### src/rtl/ternary_mac_q13_if.sv
// Valid/ready bundle for the ternary MAC lane: term-pair input and sum output.
// The master drives operands and consumes the sum; the slave is the lane.
interface ternary_mac_q13_if #(
    parameter int unsigned NUM_BIT = 13
);
    logic               start;
    logic               in_valid;
    logic               in_ready;
    logic [1:0]         r_coef;
    logic [NUM_BIT-1:0] h_coef;
    logic               out_valid;
    logic               out_ready;
    logic [NUM_BIT-1:0] out_sum;
    logic               busy;

    modport master (
        output start,
        output in_valid,
        output r_coef,
        output h_coef,
        output out_ready,
        input  in_ready,
        input  out_valid,
        input  out_sum,
        input  busy
    );

    modport slave (
        input  start,
        input  in_valid,
        input  r_coef,
        input  h_coef,
        input  out_ready,
        output in_ready,
        output out_valid,
        output out_sum,
        output busy
    );
endinterface

### src/rtl/ternary_mac_q13.sv
// Serial ternary MAC lane: sum(r_i * h_i) mod 2^NUM_BIT over LEN term pairs.
// Optional macro TERNARY_MAC_IN_REG_EN adds a 1-deep operand stage and DRAIN state.
module add_2i13_o13 #(
    parameter int unsigned W = 13
) (
    input  logic [W-1:0] a,
    input  logic [W-1:0] b,
    output logic [W-1:0] s
);
    assign s = a + b;
endmodule

module ternary_mac_q13 #(
    parameter int unsigned NUM_BIT = 13,
    parameter int unsigned LEN     = 701,
    parameter int unsigned CNT_W   = 10
) (
    input logic               clk,
    input logic               rst_n,
    ternary_mac_q13_if.slave  mac
);
    typedef enum logic [1:0] {
        IDLE  = 2'd0,
        ACC   = 2'd1,
        DRAIN = 2'd2,
        HOLD  = 2'd3
    } state_t;

    state_t state, state_nxt;

    logic [NUM_BIT-1:0] acc;
    logic [CNT_W-1:0]   cnt;
    logic               rdy;
    logic               vld;
    logic               bsy;
    logic               xfer;
    logic               last;
    logic               add_en;
    logic [1:0]         r_sel;
    logic [NUM_BIT-1:0] h_sel;
    logic [NUM_BIT-1:0] h_neg;
    logic [NUM_BIT-1:0] t;
    logic [NUM_BIT-1:0] acc_nxt;

    assign xfer = mac.in_valid & rdy;
    assign last = (cnt == CNT_W'(LEN - 1));

`ifdef TERNARY_MAC_IN_REG_EN
    logic [1:0]         r_q;
    logic [NUM_BIT-1:0] h_q;
    logic               v_q;

    always_ff @(posedge clk or negedge rst_n) begin
        if (!rst_n) begin
            r_q <= 2'b00;
            h_q <= '0;
            v_q <= 1'b0;
        end else begin
            v_q <= xfer;
            if (xfer) begin
                r_q <= mac.r_coef;
                h_q <= mac.h_coef;
            end
        end
    end

    assign r_sel  = r_q;
    assign h_sel  = h_q;
    assign add_en = v_q;
`else
    assign r_sel  = mac.r_coef;
    assign h_sel  = mac.h_coef;
    assign add_en = xfer;
`endif

    // -h as ~h + 1 through its own adder pass
    add_2i13_o13 #(.W(NUM_BIT)) u_neg (
        .a (~h_sel),
        .b (NUM_BIT'(1)),
        .s (h_neg)
    );

    // code 10 is treated like 00: contributes nothing
    always_comb begin
        t = '0;
        unique case (1'b1)
            (r_sel == 2'b01): t = h_sel;
            (r_sel == 2'b11): t = h_neg;
            default:          t = '0;
        endcase
    end

    add_2i13_o13 #(.W(NUM_BIT)) u_acc (
        .a (acc),
        .b (t),
        .s (acc_nxt)
    );

    always_ff @(posedge clk or negedge rst_n) begin
        if (!rst_n) begin
            acc <= '0;
            cnt <= '0;
        end else if (state == IDLE && mac.start) begin
            acc <= '0;
            cnt <= '0;
        end else begin
            if (xfer)
                cnt <= cnt + CNT_W'(1);
            if (add_en)
                acc <= acc_nxt;
        end
    end

    always_ff @(posedge clk or negedge rst_n) begin
        if (!rst_n)
            state <= IDLE;
        else
            state <= state_nxt;
    end

    always_comb begin
        state_nxt = state;
        unique case (state)
            IDLE: begin
                if (mac.start)
                    state_nxt = ACC;
            end
            ACC: begin
                if (xfer && last) begin
`ifdef TERNARY_MAC_IN_REG_EN
                    state_nxt = DRAIN;
`else
                    state_nxt = HOLD;
`endif
                end
            end
            DRAIN: state_nxt = HOLD;
            HOLD: begin
                if (mac.out_ready)
                    state_nxt = IDLE;
            end
            default: state_nxt = IDLE;
        endcase
    end

    always_comb begin
        rdy = 1'b0;
        vld = 1'b0;
        bsy = 1'b1;
        unique case (state)
            IDLE:    bsy = 1'b0;
            ACC:     rdy = 1'b1;
            DRAIN:   bsy = 1'b1;
            HOLD:    vld = 1'b1;
            default: bsy = 1'b0;
        endcase
    end

    assign mac.in_ready  = rdy;
    assign mac.out_valid = vld;
    assign mac.busy      = bsy;
    assign mac.out_sum   = acc;
endmodule

### src/flat_wrapper.sv
// flat-port wrapper written by rule: the top's interface ports become plain ports
module ternary_mac_q13_flat 
#(
    parameter int unsigned NUM_BIT = 13,
    parameter int unsigned LEN     = 701,
    parameter int unsigned CNT_W   = 10
)
  (clk, rst_n, mac_start, mac_in_valid, mac_r_coef, mac_h_coef, mac_out_ready, mac_in_ready, mac_out_valid, mac_out_sum, mac_busy);
  ternary_mac_q13_if #(.NUM_BIT(NUM_BIT)) mac_i ();
  input logic clk;
  input logic rst_n;
  input wire logic [$bits(mac_i.start)-1:0] mac_start;
  input wire logic [$bits(mac_i.in_valid)-1:0] mac_in_valid;
  input wire logic [$bits(mac_i.r_coef)-1:0] mac_r_coef;
  input wire logic [$bits(mac_i.h_coef)-1:0] mac_h_coef;
  input wire logic [$bits(mac_i.out_ready)-1:0] mac_out_ready;
  output wire logic [$bits(mac_i.in_ready)-1:0] mac_in_ready;
  output wire logic [$bits(mac_i.out_valid)-1:0] mac_out_valid;
  output wire logic [$bits(mac_i.out_sum)-1:0] mac_out_sum;
  output wire logic [$bits(mac_i.busy)-1:0] mac_busy;
  assign mac_i.start = mac_start;
  assign mac_i.in_valid = mac_in_valid;
  assign mac_i.r_coef = mac_r_coef;
  assign mac_i.h_coef = mac_h_coef;
  assign mac_i.out_ready = mac_out_ready;
  assign mac_in_ready = mac_i.in_ready;
  assign mac_out_valid = mac_i.out_valid;
  assign mac_out_sum = mac_i.out_sum;
  assign mac_busy = mac_i.busy;
  ternary_mac_q13 #(.NUM_BIT(NUM_BIT), .LEN(LEN), .CNT_W(CNT_W)) u_core (.clk(clk), .rst_n(rst_n), .mac(mac_i));
endmodule
### config.mk
export PLATFORM = sky130hd
export DESIGN_NAME = ternary_mac_q13_flat
export DESIGN_NICKNAME = d
export VERILOG_FILES = /design/src/rtl/ternary_mac_q13_if.sv /design/src/rtl/ternary_mac_q13.sv /design/src/flat_wrapper.sv
export SDC_FILE = /design/constraint.sdc
export NUM_CORES = 1
export LEC_CHECK = 0
export CORE_ASPECT_RATIO = 0.9
export CORE_MARGIN = 1
export CORE_UTILIZATION = 30
export DETAILED_ROUTE_END_ITERATION = 12
export PLACE_DENSITY = 0.61
export SLEW_MARGIN = 40
export SYNTH_ARGS = -nofsm -noshare
export SYNTH_HDL_FRONTEND = slang
export SYNTH_SLANG_ARGS = --single-unit
### constraint.sdc
create_clock -name clk -period 5.6 [get_ports clk]
set_clock_uncertainty 0.1 [all_clocks]
set_input_delay 0.56 -clock clk [delete_from_list [all_inputs] [get_ports clk]]
set_output_delay 0.56 -clock clk [all_outputs]
set_load 0.01 [all_outputs]
==> results of run 1 <==
-- power by group through the flow --
stage	combinational (mW)	sequential, mW	clock, mW
floorplan	0.334	0.308	0
global placement	0.532	0.303	0
detailed placement	0.539	0.302	0
CTS	0.543	0.299	0.115
global route	0.613	0.310	0.123
finish	0.541	0.298	0.110
-- layout make-up --
class	instances	area, sq um	area share [%]
clock buffers	3	41.29	1.631
clock inverters	1	7.507	0.2966
inverters	13	48.80	1.928
multi-input cells	198	1338	52.84
flip-flops and latches	25	625.6	24.72
well taps	90	112.6	4.449
repair buffers	36	357.8	14.14
-- final timing paths --
kind / to / cells after the start
max: u_core.mac.out_sum[11] / 14
min: u_core.cnt[7] / 2
max reg2reg: u_core.mac.out_sum[12] / 9
min reg2reg: u_core.cnt[7] / 2
max in group asynchronous: u_core.state[1] / 2
min in group asynchronous: u_core.cnt[7] / 2
-- routing by layer --
metal  track usage (%)  vias up  share of wire [%]
li1                  -      928                  -
met1             19.24      814                 50
met2             24.08       33                 45
met3             2.775        2                4.6
met4             2.419        0               0.55
met5                 0        -                  0
-- flip-flops by register name, summed over array words and instances (netlist names) --
signal              cells
u_core.cnt             10
u_core.state            2
u_core.mac.out_sum     13
-- worst register-to-register path: cells and delay by family, from the launching register on --
family | cells | cell delay, ns
compound gates | 3 | 0.89
fa+ha+maj | 2 | 0.40
buf+inv | 1 | 0.07
flops | 1 | 0.41
mux | 2 | 0.52
simple gates | 1 | 0.07
-- logic make-up after synthesis --
logic type,after synthesis
XOR/XNOR,21
adder cells (fa/ha/maj),20
AO/OA/AOI/OAI,62
AND/OR/NAND/NOR,93
multiplexers,2
flip-flops,25
buffers and inverters,20
-- synthesized netlist by cell type, types with 2 or more instances --
cell / number / area share [%]
a211oi_1: 4 / 1.5
a21o_1: 6 / 2.2
a21oi_1: 17 / 4.2
a22o_1: 2 / 0.86
and2_1: 10 / 3.1
and3_1: 3 / 0.92
clkbuf_1: 6 / 1.1
dfrtp_1: 25 / 31
ha_1: 19 / 12
inv_1: 13 / 2.4
mux2i_1: 2 / 0.98
nand2_1: 23 / 4.2
nand3_1: 3 / 0.74
nand4_1: 4 / 1.2
nor2_1: 25 / 4.6
nor2b_1: 6 / 1.8
nor3_1: 8 / 2.0
nor4_1: 2 / 0.61
o21a_1: 4 / 1.5
o21ai_0: 14 / 3.4
o31a_1: 2 / 0.86
o31ai_1: 2 / 0.74
xnor2_1: 8 / 3.4
xor2_1: 13 / 5.6
-- per-stage QoR --
stage | cells | cell area (sq um) | hold slack (ns) | utilization, %
2_1_floorplan | 243 | 2037 | 0.1644 | -
3_3_place_gp | 362 | 2481 | 0.4199 | 37.87
3_5_place_dp | 362 | 2481 | 0.4162 | 37.87
4_1_cts | 366 | 2530 | 0.4429 | 38.62
5_1_grt | 366 | 2531 | 0.4542 | 38.64
6_report | 366 | 2531 | 0.4348 | 38.64
==> impl_metrics.py, run 1 <==
metrics = {
    "final_layout": {
        "final_cell_mix": "clkdlybuf4s50_1 (35), nor2_1 (25), dfrtp_1 (25)",
        "fin_nets": 317,
        "layout_commonest_cell": "clkdlybuf4s50_1",
        "drive_gt1_share_pct": 3.623,
        "fill_cells": 692,
        "antennaDiodeCount": 0,
        "syn_to_final_growth_pct": 24.26,
    },
    "pwr": {
        "p_total_mw": 0.9485,
        "peakVddDrop_v": 0.0001516,
        "p_per_area_nw_per_um2": 374.7,
        "p_int_mw": 0.5545,
        "combPwrFrac_pct": 57.0,
        "p_leak_nw": 1.142,
        "p_sw_share_pct": 41.55,
        "p_sw_mw": 0.3941,
        "seq_power_share_pct": 31.4,
        "clockPowerShare_pct": 11.6,
    },
    "floorplan": {
        "die_h_microns": 80.17,
        "io_pins": 36,
        "die_x_microns": 88.86,
        "rows": 28,
        "dieArea_sq_um": 7124,
        "core_area_sq_um": 6551,
        "initial_core_util_pct": 31.09,
    },
    "placed_design": {
        "numPortBuffers": 35,
        "pre_cts_ws_ns": 1.365,
        "place_hpwl_mm": 3.413,
        "gp_congestion": 0.8130,
    },
    "logic_synthesis": {
        "synth_edf_count": 0,
        "synthSimpleGateAreaFrac_pct": 22.85,
        "syn_inst": 243,
        "yosysWarnings": 0,
        "synth-xor-area-share_pct": 9.029,
        "synth_top_family_by_area": "simple AND/OR/NAND/NOR gates",
        "synth_compound_area_share_pct": 20.09,
        "ys_seq_area_share_pct": 30.71,
        "netlist_area_sq_um": 2037,
        "synth_cell_type_count": 46,
        "synth_fp_nets": 283,
        "ys_ff_latch": 25,
        "synthArstFlopShare_pct": 100.0,
        "synthAdderAreaFrac_pct": 12.65,
        "synth-main-ff-cell": "dfrtp_1",
        "synth.mux.area_fraction_pct": 0.9828,
        "syn_avg_cell_area_sq_um": 8.383,
    },
    "worst_setup_path": {
        "cp_max_fo": 5,
        "startpoint_type": "input pin",
        "worst_ep_arrival_time_ns": 4.02,
        "crit_type": "in2reg",
        "end_kind": "register",
        "slowest_delay_ns": 0.55,
        "cp_num_buf_inv": 2,
        "rrSetupSlack_ns": 3.06,
        "cpMaxStageDelayCell": "or4b_1",
        "worstPathRequired_ns": 5.65,
        "startpoint": "mac_h_coef[0]",
        "crit_family": "simple AND/OR/NAND/NOR gates",
        "crit_chain": "clkdlybuf4s50_1 > inv_1 > ha_1 > or4b_1 > o41ai_1 > xnor2_1 > and2_1 > ha_1 > nand2_1 > nor2_1 > o21ai_0 > o21ai_0 > nor4_1 > or3b_2",
        "rr_startpoint": "u_core.mac.out_sum[0]",
    },
    "timing": {
        "final.setup.worst_slack_ns": 1.623,
        "slew_headroom_pct": 50.76,
        "fmax_mhz": 251.4,
        "worst_pin_slew_ns": 0.7386,
        "drv_slew": 0,
        "finalHoldViolCount": 0,
        "finalSetupViolations": 0,
        "fin_crit_sh_pct": 71.02,
        "final.setup.tns_ns": 0,
        "grt_setup_unrepaired": "false",
        "final.min_clock_period_ns": 3.977,
    },
    "clock_tree": {
        "clk_latency_ns": 0.27,
        "clk_pin_slew_ns": 0.09,
        "cts.path.max_buffers": 2,
        "post_cts_buffers": 0,
        "postCtsHoldBufs": 0,
        "clock-sinks": 25,
        "cts_resized": 0,
        "cts_max_level": 1,
        "tritoncts": "built",
        "clockRootBuffer": "clkbuf_8",
        "cts-buffers-inserted": 3,
    },
    "global_routing": {
        "grt_pass1_wl_mm": 7.921,
        "antenna_found_initial": 0,
        "grt_max_degree": 26,
        "grt_remaining_overflow": 0,
        "grt_use_total_pct": 14.35,
        "grt_pass1_vias": 1716,
    },
    "detailed_routing": {
        "postRouteAntennaNets": 0,
        "drt-total-wl_mm": 4.587,
        "vias": 1777,
        "drtPass1Iterations": 4,
        "avgRoutedWirePerCell_microns": 12.53,
        "drtIter0Drc": 144,
        "avgViaCountPerCell": 4.855,
        "drc": 0,
    },
    "hold_path": {
        "min_from": "u_core.cnt[7]",
        "min_path_type": "reg2reg",
    },
    "run_status": {
        "status": "finished clean",
    },
    "flow_run": {
        "drv_cap": 0,
    },
}
Note: power is estimated with default switching activity, not from simulation.
==> run 2: changes to the inputs <==
--- a/config.mk
+++ b/config.mk
@@ -9,7 +9,7 @@
 export CORE_MARGIN = 1
 export CORE_UTILIZATION = 30
 export DETAILED_ROUTE_END_ITERATION = 12
-export PLACE_DENSITY = 0.61
+export PLACE_DENSITY = 0.63
 export SLEW_MARGIN = 40
 export SYNTH_ARGS = -nofsm -noshare
 export SYNTH_HDL_FRONTEND = slang
==> constraint.sdc (replaced) <==
create_clock -name clk -period 3.3 [get_ports clk]
set_clock_uncertainty 0.1 [all_clocks]
set_input_delay 0.33 -clock clk [delete_from_list [all_inputs] [get_ports clk]]
set_output_delay 0.33 -clock clk [all_outputs]
set_load 0.01 [all_outputs]
==> run 2 against run 1 <==
Effect of this change:
- critical path depth stayed put
- routed wire length up 17%
- worst setup slack lost 1.5 ns
- die area is the same
- hold slack got worse by 0.11 ns
- non-clock buffer count is 41 higher
- global-route usage grew 1.3 points
- core utilization rose by 6.6 points
- power rose by 93%
- first-iteration DRC count fell by 13%
- cell count increased by 11%
- flip-flop and latch count stayed put
- largest power group unchanged
- highest routed layer unchanged
==> impl_metrics.py, run 2 (synthesis gave the netlist of run 1 again) <==
metrics = {
    "timing": {
        "final.setup.tns_ns": 0,
        "drv_slew": 0,
        "final.min_clock_period_ns": 3.209,
        "worst_pin_slew_ns": 0.5826,
        "fmax_mhz": 311.6,
        "finalHoldViolCount": 0,
        "slew_headroom_pct": 61.07,
        "finalSetupViolations": 0,
        "final.setup.worst_slack_ns": 0.09058,
        "fin_crit_sh_pct": 97.26,
    },
    "floorplan": {
        "rows": 28,
        "initial_core_util_pct": 31.09,
        "core_area_sq_um": 6551,
        "die_x_microns": 88.86,
        "die_h_microns": 80.17,
        "dieArea_sq_um": 7124,
        "io_pins": 36,
    },
    "pwr": {
        "p_per_area_nw_per_um2": 617.4,
        "p_sw_share_pct": 40.68,
        "peakVddDrop_v": 0.0002598,
        "clockPowerShare_pct": 10.0,
        "seq_power_share_pct": 28.3,
        "p_sw_mw": 0.7438,
        "p_leak_nw": 1.399,
        "combPwrFrac_pct": 61.7,
        "p_int_mw": 1.085,
    },
    "detailed_routing": {
        "drtPass1Iterations": 4,
        "drtIter0Drc": 126,
        "drt-total-wl_mm": 5.370,
        "vias": 2003,
        "avgViaCountPerCell": 4.921,
        "postRouteAntennaNets": 0,
        "drc": 0,
        "avgRoutedWirePerCell_microns": 13.19,
    },
    "final_layout": {
        "final_cell_mix": "buf_4 (42), clkdlybuf4s50_1 (30), dfrtp_1 (25)",
        "layout_commonest_cell": "buf_4",
        "syn_to_final_growth_pct": 45.39,
        "largest_reg_flops": 13,
        "fill_cells": 650,
        "antennaDiodeCount": 0,
        "final_util_pct": 45.21,
        "drive_gt1_share_pct": 22.08,
        "stdcell_area_sq_um": 2962,
        "fin_nets": 358,
        "multi_input_area_sq_um": 1461,
        "seq_area_sq_um": 625.6,
    },
    "hold_path": {
        "min_path_type": "in2async",
    },
    "worst_setup_path": {
        "cp_num_buf_inv": 2,
        "cpMaxStageDelayCell": "or4b_4",
        "crit_chain": "dlygate4sd2_1 > inv_2 > ha_4 > or4b_4 > o21ai_2 > xor2_1 > nor2b_1 > ha_1 > a21o_1 > a21o_1 > a21oi_2 > o21ai_2 > o31a_1 > or3b_2",
        "worst_ep_arrival_time_ns": 3.26,
        "startpoint_type": "input pin",
        "cp_max_fo": 3,
        "crit_type": "in2reg",
        "worstPathRequired_ns": 3.35,
        "end_kind": "register",
        "slowest_delay_ns": 0.49,
        "crit_family": "simple AND/OR/NAND/NOR gates",
    },
    "global_routing": {
        "global_route.usage.met1_pct": 20.41,
        "grt_pass1_vias": 1930,
        "grt_use_met2_pct": 27.85,
        "busiest_layer": "met2",
        "antenna_found_initial": 0,
        "grt_max_degree": 26,
        "grt_use_total_pct": 15.61,
        "grt_pass1_wl_mm": 8.763,
        "use_met3_pct": 2.672,
        "grt_remaining_overflow": 0,
    },
    "clock_tree": {
        "clk_latency_ns": 0.27,
        "clockRootBuffer": "clkbuf_8",
        "tritoncts": "built",
        "clk_pin_slew_ns": 0.09,
        "cts-buffers-inserted": 3,
        "clock-sinks": 25,
        "cts_max_level": 1,
        "cts.path.max_buffers": 2,
    },
    "placed_design": {
        "place_hpwl_mm": 3.949,
        "gp_congestion": 0.8596,
        "placed_area_sq_um": 2781,
        "numPortBuffers": 35,
        "pre_cts_ws_ns": -0.6054,
    },
    "flow_run": {
        "drv_cap": 0,
    },
    "run_status": {
        "status": "finished clean",
    },
}
## run 2: power by group through the flow
stage	logic [mW]	clock network, mW	registers (mW)
floorplan	0.567	0	0.522
global placement	1.04	0	0.514
detailed placement	1.06	0	0.518
CTS	1.08	0.192	0.513
global route	1.25	0.200	0.533
finish	1.13	0.183	0.518
## run 2: metrics by stage
stage                     hold slack (ns)  std cells  total power [mW]
after floorplan                  -0.06559        243             1.089
after global placement             0.4198        402             1.553
after detailed placement           0.4284        402             1.581
after CTS                          0.3412        406             1.787
after global routing               0.3615        407             1.982
final                              0.3280        407             1.828
## run 2: cell type report
cell class,count,share of cell area [%]
repair buffers,77,22.52
clock inverters,1,0.1690
multi-input cells,198,49.35
flip-flops and latches,25,21.12
clock buffers,3,1.394
well taps,90,3.802
inverters,13,1.648
## run 2: repair_timing
item,in CTS,in global routing
pin swaps,6,11
endpoints found under the setup margin,4,3
gates resized for setup,11,22
setup buffers,0,1
hold buffers,0,0
## run 2: path summary, 6_finish.rpt
path                                       start                     end  slack, ns  depth (start not counted)
setup / recovery                   mac_h_coef[1]  u_core.mac.out_sum[11]       0.09                         14
hold / removal                             rst_n  u_core.mac.out_sum[10]       0.33                          2
setup reg to reg           u_core.mac.out_sum[1]  u_core.mac.out_sum[11]       0.80                          7
hold reg to reg            u_core.mac.out_sum[5]   u_core.mac.out_sum[5]       0.44                          1
max in group asynchronous                  rst_n           u_core.cnt[1]       2.52                          2
min in group clk           u_core.mac.out_sum[5]   u_core.mac.out_sum[5]       0.44                          1
## run 2: per-layer routing
metal  part of all wire (%)  up-vias
li1                       -     1010
met1                     49      974
met2                     49       17
met3                    2.5        2
met4                   0.24        0
met5                      0        -
